File: src/rtl/filter_pkg.sv
// Shared definitions for the Filter stream consumers.
//   FILTER_DATA_W : width of a Filter data word
//   filter_beat_t : one stream beat, sideband parity bit kept next to its data
package filter_pkg;

    localparam int FILTER_DATA_W = 16;

    typedef struct packed {
        logic                     parity;
        logic [FILTER_DATA_W-1:0] data;
    } filter_beat_t;

endpackage

File: src/rtl/filter_rx_fifo_if.sv
// Stream bundle around filter_rx_fifo.
//   io_x_* : upstream beat (valid only, no ready: the source cannot stall)
//   io_y_* : downstream ready/valid beat
// Handshake: a beat moves on io_y_* at a rising clk edge exactly when
// io_y_valid and io_y_ready are both 1; io_y_valid never depends on io_y_ready,
// and io_y_data/io_y_parity hold steady while io_y_valid=1 and io_y_ready=0.
// Modports:
//   master : the environment (drives io_x_*, io_y_ready)
//   slave  : the FIFO        (drives io_y_data/valid/parity)
import filter_pkg::*;

interface filter_rx_fifo_if #(
    parameter int DATA_W = FILTER_DATA_W
);
    logic [DATA_W-1:0] io_x_data;
    logic              io_x_valid;
    logic              io_x_parity;
    logic [DATA_W-1:0] io_y_data;
    logic              io_y_valid;
    logic              io_y_parity;
    logic              io_y_ready;

    modport master (
        output io_x_data, io_x_valid, io_x_parity, io_y_ready,
        input  io_y_data, io_y_valid, io_y_parity
    );

    modport slave (
        input  io_x_data, io_x_valid, io_x_parity, io_y_ready,
        output io_y_data, io_y_valid, io_y_parity
    );
endinterface

File: src/rtl/filter_fifo_mem.sv
// Register-array storage for filter_rx_fifo.
//   clk   : write clock
//   we    : write enable
//   waddr : write address
//   wdata : write word
//   raddr : read address (combinational read)
//   rdata : word at raddr
// Storage has no reset; the owner tracks which entries are valid.
import filter_pkg::*;

module filter_fifo_mem #(
    parameter int DEPTH = 8,
    parameter int WIDTH = FILTER_DATA_W + 1,
    parameter int AW    = $clog2(DEPTH)
) (
    input  logic             clk,
    input  logic             we,
    input  logic [AW-1:0]    waddr,
    input  logic [WIDTH-1:0] wdata,
    input  logic [AW-1:0]    raddr,
    output logic [WIDTH-1:0] rdata
);

    logic [WIDTH-1:0] mem [DEPTH];

    always_ff @(posedge clk) begin
        if (we) begin
            mem[waddr] <= wdata;
        end
    end

    assign rdata = mem[raddr];

endmodule

File: src/rtl/filter_rx_fifo.sv
// Receive FIFO for the Filter/FilterBlock output stream.
// The upstream has no backpressure, so every beat is buffered here and
// re-presented on a ready/valid port. A beat that finds the FIFO full (and no
// pop in the same cycle) is dropped and counted; stored beats are never touched.
//   clk         : clock, rising edge
//   reset       : asynchronous active-low reset
//   bus         : stream bundle (io_x_* in, io_y_* out)
//   io_count    : entries currently held
//   io_full     : io_count == DEPTH
//   io_overflow : sticky, set when any beat has been dropped
//   io_drops    : dropped-beat counter, saturating at all-ones
//   io_clr      : synchronous clear of io_overflow / io_drops
import filter_pkg::*;

module filter_rx_fifo #(
    parameter int DATA_W = FILTER_DATA_W,
    parameter int DEPTH  = 8,
    parameter int DROP_W = 8,
    localparam int PTR_W = $clog2(DEPTH),
    localparam int CNT_W = $clog2(DEPTH + 1)
) (
    input  logic               clk,
    input  logic               reset,
    filter_rx_fifo_if.slave    bus,
    output logic [CNT_W-1:0]   io_count,
    output logic               io_full,
    output logic               io_overflow,
    output logic [DROP_W-1:0]  io_drops,
    input  logic               io_clr
);

    logic [PTR_W-1:0]  wr_ptr;
    logic [PTR_W-1:0]  rd_ptr;
    logic [CNT_W-1:0]  count;
    logic              overflow;
    logic [DROP_W-1:0] drops;
    logic [DATA_W:0]   rd_word;
    logic              full;
    logic              empty;
    logic              push;
    logic              pop;
    logic              drop;

    // Full/empty come from the count register so the pointers can simply wrap.
    assign full  = (count == CNT_W'(DEPTH));
    assign empty = (count == '0);

    assign pop  = !empty && bus.io_y_ready;
    // A pop in the same cycle frees the slot the new beat needs.
    assign push = bus.io_x_valid && (!full || pop);
    assign drop = bus.io_x_valid && full && !pop;

    always_ff @(posedge clk or negedge reset) begin
        if (!reset) begin
            wr_ptr <= '0;
            rd_ptr <= '0;
            count  <= '0;
        end else begin
            if (push) begin
                wr_ptr <= wr_ptr + PTR_W'(1);
            end
            if (pop) begin
                rd_ptr <= rd_ptr + PTR_W'(1);
            end
            case ({push, pop})
                2'b10:   count <= count + CNT_W'(1);
                2'b01:   count <= count - CNT_W'(1);
                default: count <= count;
            endcase
        end
    end

    // A drop in the same cycle as io_clr wins: the fresh drop is recorded
    // on top of a cleared counter.
    always_ff @(posedge clk or negedge reset) begin
        if (!reset) begin
            overflow <= 1'b0;
            drops    <= '0;
        end else if (drop) begin
            overflow <= 1'b1;
            if (io_clr) begin
                drops <= DROP_W'(1);
            end else if (drops != '1) begin
                drops <= drops + DROP_W'(1);
            end
        end else if (io_clr) begin
            overflow <= 1'b0;
            drops    <= '0;
        end
    end

    filter_fifo_mem #(
        .DEPTH (DEPTH),
        .WIDTH (DATA_W + 1)
    ) u_mem (
        .clk   (clk),
        .we    (push),
        .waddr (wr_ptr),
        .wdata ({bus.io_x_parity, bus.io_x_data}),
        .raddr (rd_ptr),
        .rdata (rd_word)
    );

    // Registered read pointer plus a write that lands on the edge gives the
    // one-cycle latency with no fall-through path.
    assign bus.io_y_valid  = !empty;
    assign bus.io_y_data   = rd_word[DATA_W-1:0];
    assign bus.io_y_parity = rd_word[DATA_W];

    assign io_count    = count;
    assign io_full     = full;
    assign io_overflow = overflow;
    assign io_drops    = drops;

endmodule
File: src/flat_wrapper.sv
// flat-port wrapper written by rule: the top's interface ports become plain ports
module filter_rx_fifo_flat 
#(
    parameter int DATA_W = FILTER_DATA_W,
    parameter int DEPTH  = 8,
    parameter int DROP_W = 8,
    localparam int PTR_W = $clog2(DEPTH),
    localparam int CNT_W = $clog2(DEPTH + 1)
)
  (clk, reset, io_count, io_full, io_overflow, io_drops, io_clr, bus_io_x_data, bus_io_x_valid, bus_io_x_parity, bus_io_y_ready, bus_io_y_data, bus_io_y_valid, bus_io_y_parity);
  filter_rx_fifo_if #(.DATA_W(DATA_W)) bus_i ();
  input  logic clk;
  input  logic reset;
  output logic [CNT_W-1:0] io_count;
  output logic io_full;
  output logic io_overflow;
  output logic [DROP_W-1:0] io_drops;
  input  logic io_clr;
  input wire logic [$bits(bus_i.io_x_data)-1:0] bus_io_x_data;
  input wire logic [$bits(bus_i.io_x_valid)-1:0] bus_io_x_valid;
  input wire logic [$bits(bus_i.io_x_parity)-1:0] bus_io_x_parity;
  input wire logic [$bits(bus_i.io_y_ready)-1:0] bus_io_y_ready;
  output wire logic [$bits(bus_i.io_y_data)-1:0] bus_io_y_data;
  output wire logic [$bits(bus_i.io_y_valid)-1:0] bus_io_y_valid;
  output wire logic [$bits(bus_i.io_y_parity)-1:0] bus_io_y_parity;
  assign bus_i.io_x_data = bus_io_x_data;
  assign bus_i.io_x_valid = bus_io_x_valid;
  assign bus_i.io_x_parity = bus_io_x_parity;
  assign bus_i.io_y_ready = bus_io_y_ready;
  assign bus_io_y_data = bus_i.io_y_data;
  assign bus_io_y_valid = bus_i.io_y_valid;
  assign bus_io_y_parity = bus_i.io_y_parity;
  filter_rx_fifo #(.DATA_W(DATA_W), .DEPTH(DEPTH), .DROP_W(DROP_W)) u_core (.clk(clk), .reset(reset), .bus(bus_i), .io_count(io_count), .io_full(io_full), .io_overflow(io_overflow), .io_drops(io_drops), .io_clr(io_clr));
endmodule
File: config.mk
export PLATFORM = sky130hd
export DESIGN_NAME = filter_rx_fifo_flat
export DESIGN_NICKNAME = d
export VERILOG_FILES = /design/src/rtl/filter_pkg.sv /design/src/rtl/filter_rx_fifo_if.sv /design/src/rtl/filter_fifo_mem.sv /design/src/rtl/filter_rx_fifo.sv /design/src/flat_wrapper.sv
export SDC_FILE = /design/constraint.sdc
export NUM_CORES = 1
export LEC_CHECK = 0
export ABC_AREA = 1
export BUFFER_PORTS_ARGS = -buffer_cell sky130_fd_sc_hd__buf_2
export CAP_MARGIN = 20
export CORE_ASPECT_RATIO = 0.6
export CORE_MARGIN = 4
export CORE_UTILIZATION = 45
export CTS_BUF_LIST = sky130_fd_sc_hd__clkbuf_8
export DETAILED_ROUTE_END_ITERATION = 10
export MAX_ROUTING_LAYER = met4
export PLACE_DENSITY_LB_ADDON = 0.1
export RECOVER_POWER = 50
export SLEW_MARGIN = 15
export SYNTH_ARGS = -nofsm -noshare
export SYNTH_HDL_FRONTEND = slang
export SYNTH_SLANG_ARGS = --single-unit
File: constraint.sdc
create_clock -name clk -period 2.65 [get_ports clk]
set_input_delay 0.53 -clock clk [delete_from_list [all_inputs] [get_ports clk]]
set_output_delay 0.53 -clock clk [all_outputs]
set_load 0.05 [all_outputs]
==> flow_metrics.py, run 1 <==
metrics = {
    "drt": {
        "dr.pass1.iters": 4,
        "met2_length_um": 6280,
        "met1_length_um": 6640,
        "drc": 0,
        "viasPerCell": 5.12,
        "routed.top_layer": "met4",
        "drtIter0Drc": 260,
        "vias": 4146,
        "wire_per_inst_um": 17.0,
        "antenna_left": 0,
        "wl_um": 13800,
        "met3_length_um": 775,
    },
    "layout": {
        "antenna_cells": 0,
        "nets": 631,
        "ff_latch_area_mm2": 0.00456,
        "multi_input_area_mm2": 0.00158,
        "drive_above_1_share": 0.173,
        "area_growth_pct": 16.0,
        "fin_util": 0.537,
        "fillers": 1217,
    },
    "sta": {
        "finalHoldViolations": 0,
        "skew_ps": 14.6,
        "timing.final.ws_setup_ps": 98.9,
        "fmax_ghz": 0.392,
        "drv_slew": 0,
        "rsz0062_at_grt": "yes",
        "layout_min_cycle_time_ps": 2550,
        "slew_headroom": 0.219,
        "finalSetupViolCount": 0,
        "fin_setup_tns_ps": 0,
        "fin_crit_sh": 0.963,
        "worst_slew_pin_slew_ps": 1170,
        "worst_hold_slack_ps": 292,
    },
    "clocking": {
        "cts_max_path_buffers": 2,
        "cts_buffers": 17,
        "clk_latency_ps": 440,
        "h-tree-depth": 4,
        "clock-sinks": 155,
        "cts_tree": "yes",
        "clk_pin_slew_worst_paths_ps": 90,
        "root_buffer": "clkbuf_8",
        "holdBufCountCts": 0,
    },
    "power": {
        "ir_drop_uv": 565,
        "power_density_mw_per_mm2": 1180,
        "p_leak_nw": 2.66,
        "p_total_mw": 8.66,
    },
    "synthesis": {
        "yosys_warnings": 0,
        "synthCells": 533,
        "syn_area_per_cell_um2": 11.9,
        "netlist_area_mm2": 0.00635,
        "ys_seq_area_frac": 0.718,
        "async_flop_share": 0.123,
        "synth_cell_types": 30,
        "synthesis.nets": 559,
        "ys.flop_type": "edfxtp_1",
        "synth-seq-cells": 155,
        "synth_enable_flop_cells": 136,
    },
    "die": {
        "fp.dieW_um": 161,
        "rows": 33,
        "core_area_mm2": 0.0137,
        "die_h_um": 100,
        "start_util": 0.463,
        "dieArea_mm2": 0.0161,
        "num_io_pins": 54,
    },
    "place": {
        "post-place-ws_ps": 467,
        "post-dp-hpwl_um": 8290,
        "gp_congestion": 0.776,
        "portBuffers": 53,
    },
    "worst_setup_path": {
        "cp_cell_sequence": "buf_12 -> o21ai_0 -> o22ai_1 -> nor2_1 -> a31oi_1 -> buf_4",
        "cp_slowest_cell": "dfrtp_2",
        "cp-start-kind": "flop",
        "slowest_delay_ps": 430,
        "required_ps": 2120,
        "end_kind": "primary output",
        "crit_path_max_fanout": 48,
        "r2r_start": "u_core.io_count[0]",
        "path_class": "reg2out",
        "cp.arrival_ps": 2020,
        "critical_path.startpoint": "u_core.rd_ptr[0]",
    },
    "global_routing": {
        "antenna_found_initial": 0,
        "grt_usage": 0.185,
        "grt_max_degree": 49,
        "grt_pass1_vias": 3903,
        "grt_overflow": 0,
        "grt_first_pass_wirelength_um": 21900,
    },
    "status": {
        "status": "completed",
    },
    "flow_run": {
        "drv_cap": 0,
    },
    "hold_path": {
        "min_path_type": "in2async",
    },
}
final cells by class:
class                           count  share of cell area
Sequential cell                   155               0.620
Multi-Input combinational cell    330               0.214
Timing Repair Buffer               78              0.0671
Tap cell                          192              0.0326
Clock buffer                       17              0.0318
Clock inverter                     15              0.0221
Inverter                           23              0.0127
where the power goes:
part           total, mW  internal (mW)  switching, mW
clock               1.79          0.857          0.931
combinational       3.71           1.08           2.64
sequential          3.16           3.02          0.141
sequential cells by signal, indices dropped and copies added (netlist names):
| name | flops |
|---|---|
| u_core.io_count | 4 |
| u_core.io_drops | 8 |
| u_core.io_overflow | 1 |
| u_core.rd_ptr | 3 |
| u_core.u_mem.mem | 136 |
| u_core.wr_ptr | 3 |
synthesized netlist by cell type (4+ instances only):
cell / count / area share
edfxtp_1: 136 / 0.64
clkbuf_1: 17 / 0.010
nand4_1: 7 / 0.0069
nand3_1: 9 / 0.0071
xor2_1: 6 / 0.0083
inv_1: 18 / 0.011
buf_2: 6 / 0.0047
o22ai_1: 17 / 0.017
dfrtp_1: 19 / 0.075
nand2_1: 41 / 0.024
o21ai_0: 74 / 0.058
nor2_1: 134 / 0.079
ha_1: 4 / 0.0079
a31oi_1: 17 / 0.017
worst max-delay path: cells and delay by family, from the launching register on:
kind / cells / cell delay [ps]
buf+inv: 2 / 510
simple gates: 1 / 60
flops: 1 / 430
compound gates: 3 / 570
per-stage QoR:
stage	std cells	instance area [um^2]
after detailed placement	776	6950
final	810	7360
after floorplan	533	6350
after global routing	810	7360
after global placement	776	6950
after CTS	808	7350
kinds of logic (layout without fill, tap and decap cells):
family | Yosys count | count (layout) | share of synthesized area
AOI/OAI and AO/OA | 118 | 118 | 0.102
adders and majority gates | 4 | 4 | 0.00789
DFF | 155 | 155 | 0.718
xor gates and xnor gates | 7 | 7 | 0.00966
buffers and inverters | 48 | 133 | 0.0302
and+or+nand+nor | 201 | 201 | 0.132
worst paths after layout:
path,endpoint,slack [ps],cells after the start
hold / removal,u_core.io_count[0],290,1
max in group asynchronous,u_core.rd_ptr[0],1560,1
setup reg to reg,u_core.io_drops[2],460,8
hold reg to reg,u_core.io_overflow,490,2
min in group clk,u_core.io_drops[3],380,4
setup / recovery,bus_io_y_data[3],100,6
cells in the final DEF (no fill, tap or decap), drive strengths merged:
master / netlist / layout
edfxtp: 136 / 136
nor2: 134 / 134
o21ai: 80 / 80
buf: 8 / 54
nand2: 45 / 45
clkbuf: 17 / 41
inv: 20 / 27
dfrtp: 19 / 19
o22ai: 17 / 17
a31oi: 17 / 17
nand3: 11 / 11
nand4: 7 / 7
xor2: 6 / 6
clkinv: 3 / 6
ha: 4 / 4
clkinvlp: 0 / 3
or2: 2 / 2
a21oi: 2 / 2
o21bai: 2 / 2
bufinv: 0 / 2
nor4: 1 / 1
nor3: 1 / 1
xnor2: 1 / 1
repair_timing:
item / CTS / global route
setup buffers: 0 / 2
endpoints found under the setup margin: 2 / 16
resized for setup: 1 / 20
routing by layer:
layer / GRT usage / vias up
li1: - / 2041
met1: 0.262 / 2007
met2: 0.270 / 92
met3: 0.0505 / 6
met4: 0.0459 / 0
met5: - / -
No activity file was read; power rests on OpenSTA's default activity.
==> run 2: changes to the inputs <==
--- a/config.mk
+++ b/config.mk
@@ -15,7 +15,6 @@
 export DETAILED_ROUTE_END_ITERATION = 10
 export MAX_ROUTING_LAYER = met4
 export PLACE_DENSITY_LB_ADDON = 0.1
-export RECOVER_POWER = 50
 export SLEW_MARGIN = 15
 export SYNTH_ARGS = -nofsm -noshare
 export SYNTH_HDL_FRONTEND = slang
==> flow_metrics.py, run 2 (same netlist as run 1, synthesis figures left out) <==
metrics = {
    "worst_setup_path": {
        "crit_path_max_fanout": 12,
        "cp-start-kind": "flop",
        "end_kind": "primary output",
        "required_ps": 2120,
        "cp.arrival_ps": 1980,
        "path_class": "reg2out",
    },
    "global_routing": {
        "grt_overflow": 0,
        "grt_usage": 0.185,
        "antenna_found_initial": 0,
        "grt_first_pass_wirelength_um": 21900,
        "grt_max_degree": 49,
        "grt_pass1_vias": 3903,
    },
    "clocking": {
        "h-tree-depth": 4,
        "root_buffer": "clkbuf_8",
        "cts_buffers": 17,
        "clk_pin_slew_worst_paths_ps": 90,
        "clock-sinks": 155,
        "cts_tree": "yes",
        "cts_max_path_buffers": 2,
        "clk_latency_ps": 440,
        "holdBufCountCts": 0,
    },
    "drt": {
        "wl_um": 13800,
        "viasPerCell": 5.13,
        "vias": 4163,
        "antenna_left": 0,
        "drc": 0,
        "dr.pass1.iters": 4,
        "drtIter0Drc": 262,
        "wire_per_inst_um": 17.0,
    },
    "status": {
        "status": "completed",
    },
    "sta": {
        "fin_setup_tns_ps": 0,
        "finalHoldViolations": 0,
        "rsz0062_at_grt": "yes",
        "fin_crit_sh": 0.948,
        "timing.final.ws_setup_ps": 137,
        "worst_slew_pin_slew_ps": 484,
        "fmax_ghz": 0.398,
        "drv_slew": 0,
        "skew_ps": 17.4,
        "layout_min_cycle_time_ps": 2510,
        "slew_headroom": 0.677,
        "finalSetupViolCount": 0,
    },
    "place": {
        "place_area_mm2": 0.00695,
        "gp_congestion": 0.776,
        "post-place-ws_ps": 467,
        "portBuffers": 53,
        "placed_cells": 776,
        "post-dp-hpwl_um": 8290,
    },
    "layout": {
        "final_area_mm2": 0.00741,
        "ff_latch_area_mm2": 0.00456,
        "largest_register_ffs": 136,
        "drive_above_1_share": 0.209,
        "multi_input_area_mm2": 0.00160,
        "nets": 631,
        "largest-register": "u_core.u_mem.mem",
        "final_common_cell": "edfxtp_1",
        "mostFrequentLayoutCells": "edfxtp_1, nor2_1, o21ai_0",
        "stdcell_count": 812,
        "area_growth_pct": 16.8,
        "fillers": 1211,
    },
    "die": {
        "dieArea_mm2": 0.0161,
        "core_area_mm2": 0.0137,
        "start_util": 0.463,
        "die_h_um": 100,
        "num_io_pins": 54,
        "fp.dieW_um": 161,
        "rows": 33,
    },
    "flow_run": {
        "drv_cap": 0,
    },
    "power": {
        "ir_drop_uv": 568,
        "p_total_mw": 8.69,
        "p_leak_nw": 2.73,
        "power_density_mw_per_mm2": 1170,
    },
    "hold_path": {
        "min_path_type": "in2async",
    },
}
==> run 2: cell count changes in the layout (fill, tap and decap cells not counted) <==
cell / delta
nand2_1: -2
buf_2: +19
diode_2: +2
clkinv_2: +1
clkinvlp_2: -1
nor4_1: -1
nand2_2: +1
nor4_4: +1
nand2_4: +1
clkbuf_1: -19
==> run 2: layout make-up <==
type                       count  share of cell area
sequential                   155               0.615
multi-input combinational    330               0.216
tap                          192              0.0324
clock buffer                  17              0.0316
timing repair buffer          78              0.0699
antenna                        2            0.000675
clock inverter                15              0.0219
inverter                      23              0.0127
==> run 2: final timing paths <==
kind | startpoint | end | slack, ps | depth (start not counted)
hold reg to reg | u_core.io_overflow | u_core.io_overflow | 480 | 2
setup / recovery | u_core.rd_ptr[0] | bus_io_y_data[7] | 140 | 7
setup reg to reg | u_core.io_count[0] | u_core.u_mem.mem[2][3] | 800 | 6
min in group clk | bus_io_x_data[15] | u_core.u_mem.mem[1][15] | 350 | 1
hold / removal | reset | u_core.io_count[0] | 30 | 1
max in group asynchronous | reset | u_core.rd_ptr[0] | 2240 | 1
==> run 2: metal layers <==
| metal | wire length (um) | part of all wire | vias up | GRT usage |
|---|---|---|---|---|
| met4 | 70 | 0.0051 | 0 | 0.0459 |
| met5 | 0 | 0 | - | - |
| met1 | 6720 | 0.49 | 2015 | 0.262 |
| li1 | - | - | 2045 | - |
| met3 | 724 | 0.053 | 6 | 0.0505 |
| met2 | 6260 | 0.45 | 97 | 0.270 |
==> run 2: stage by stage <==
stage               hold WS, ps  utilization
global route               25.3        0.541
CTS                        21.2        0.537
global placement            457        0.507
floorplan                   234            -
finish                     33.2        0.541
detailed placement          464        0.507
==> run 2: power by group <==
part | switching [mW] | leakage [nW] | total, mW | internal, mW
sequential | 0.152 | 1.48 | 3.17 | 3.02
combinational | 2.65 | 1.04 | 3.73 | 1.09
clock | 0.932 | 0.205 | 1.79 | 0.858
total | 3.73 | 2.73 | 8.69 | 4.96
==> run 2: critical path: stages, from the launching register on <==
cell and delay [ps]:
dfrtp_2 450, clkinvlp_4 150, buf_4 200, nor2_1 50, o22ai_1 180, nor2_1 60
a31oi_1 180, clkbuf_4 270
==> run 2: what timing repair did <==
item | in CTS | in global routing
gates cloned | 0 | 0
setup buffers | 0 | 2
resized for setup | 1 | 20
endpoints found under the setup margin | 2 | 16
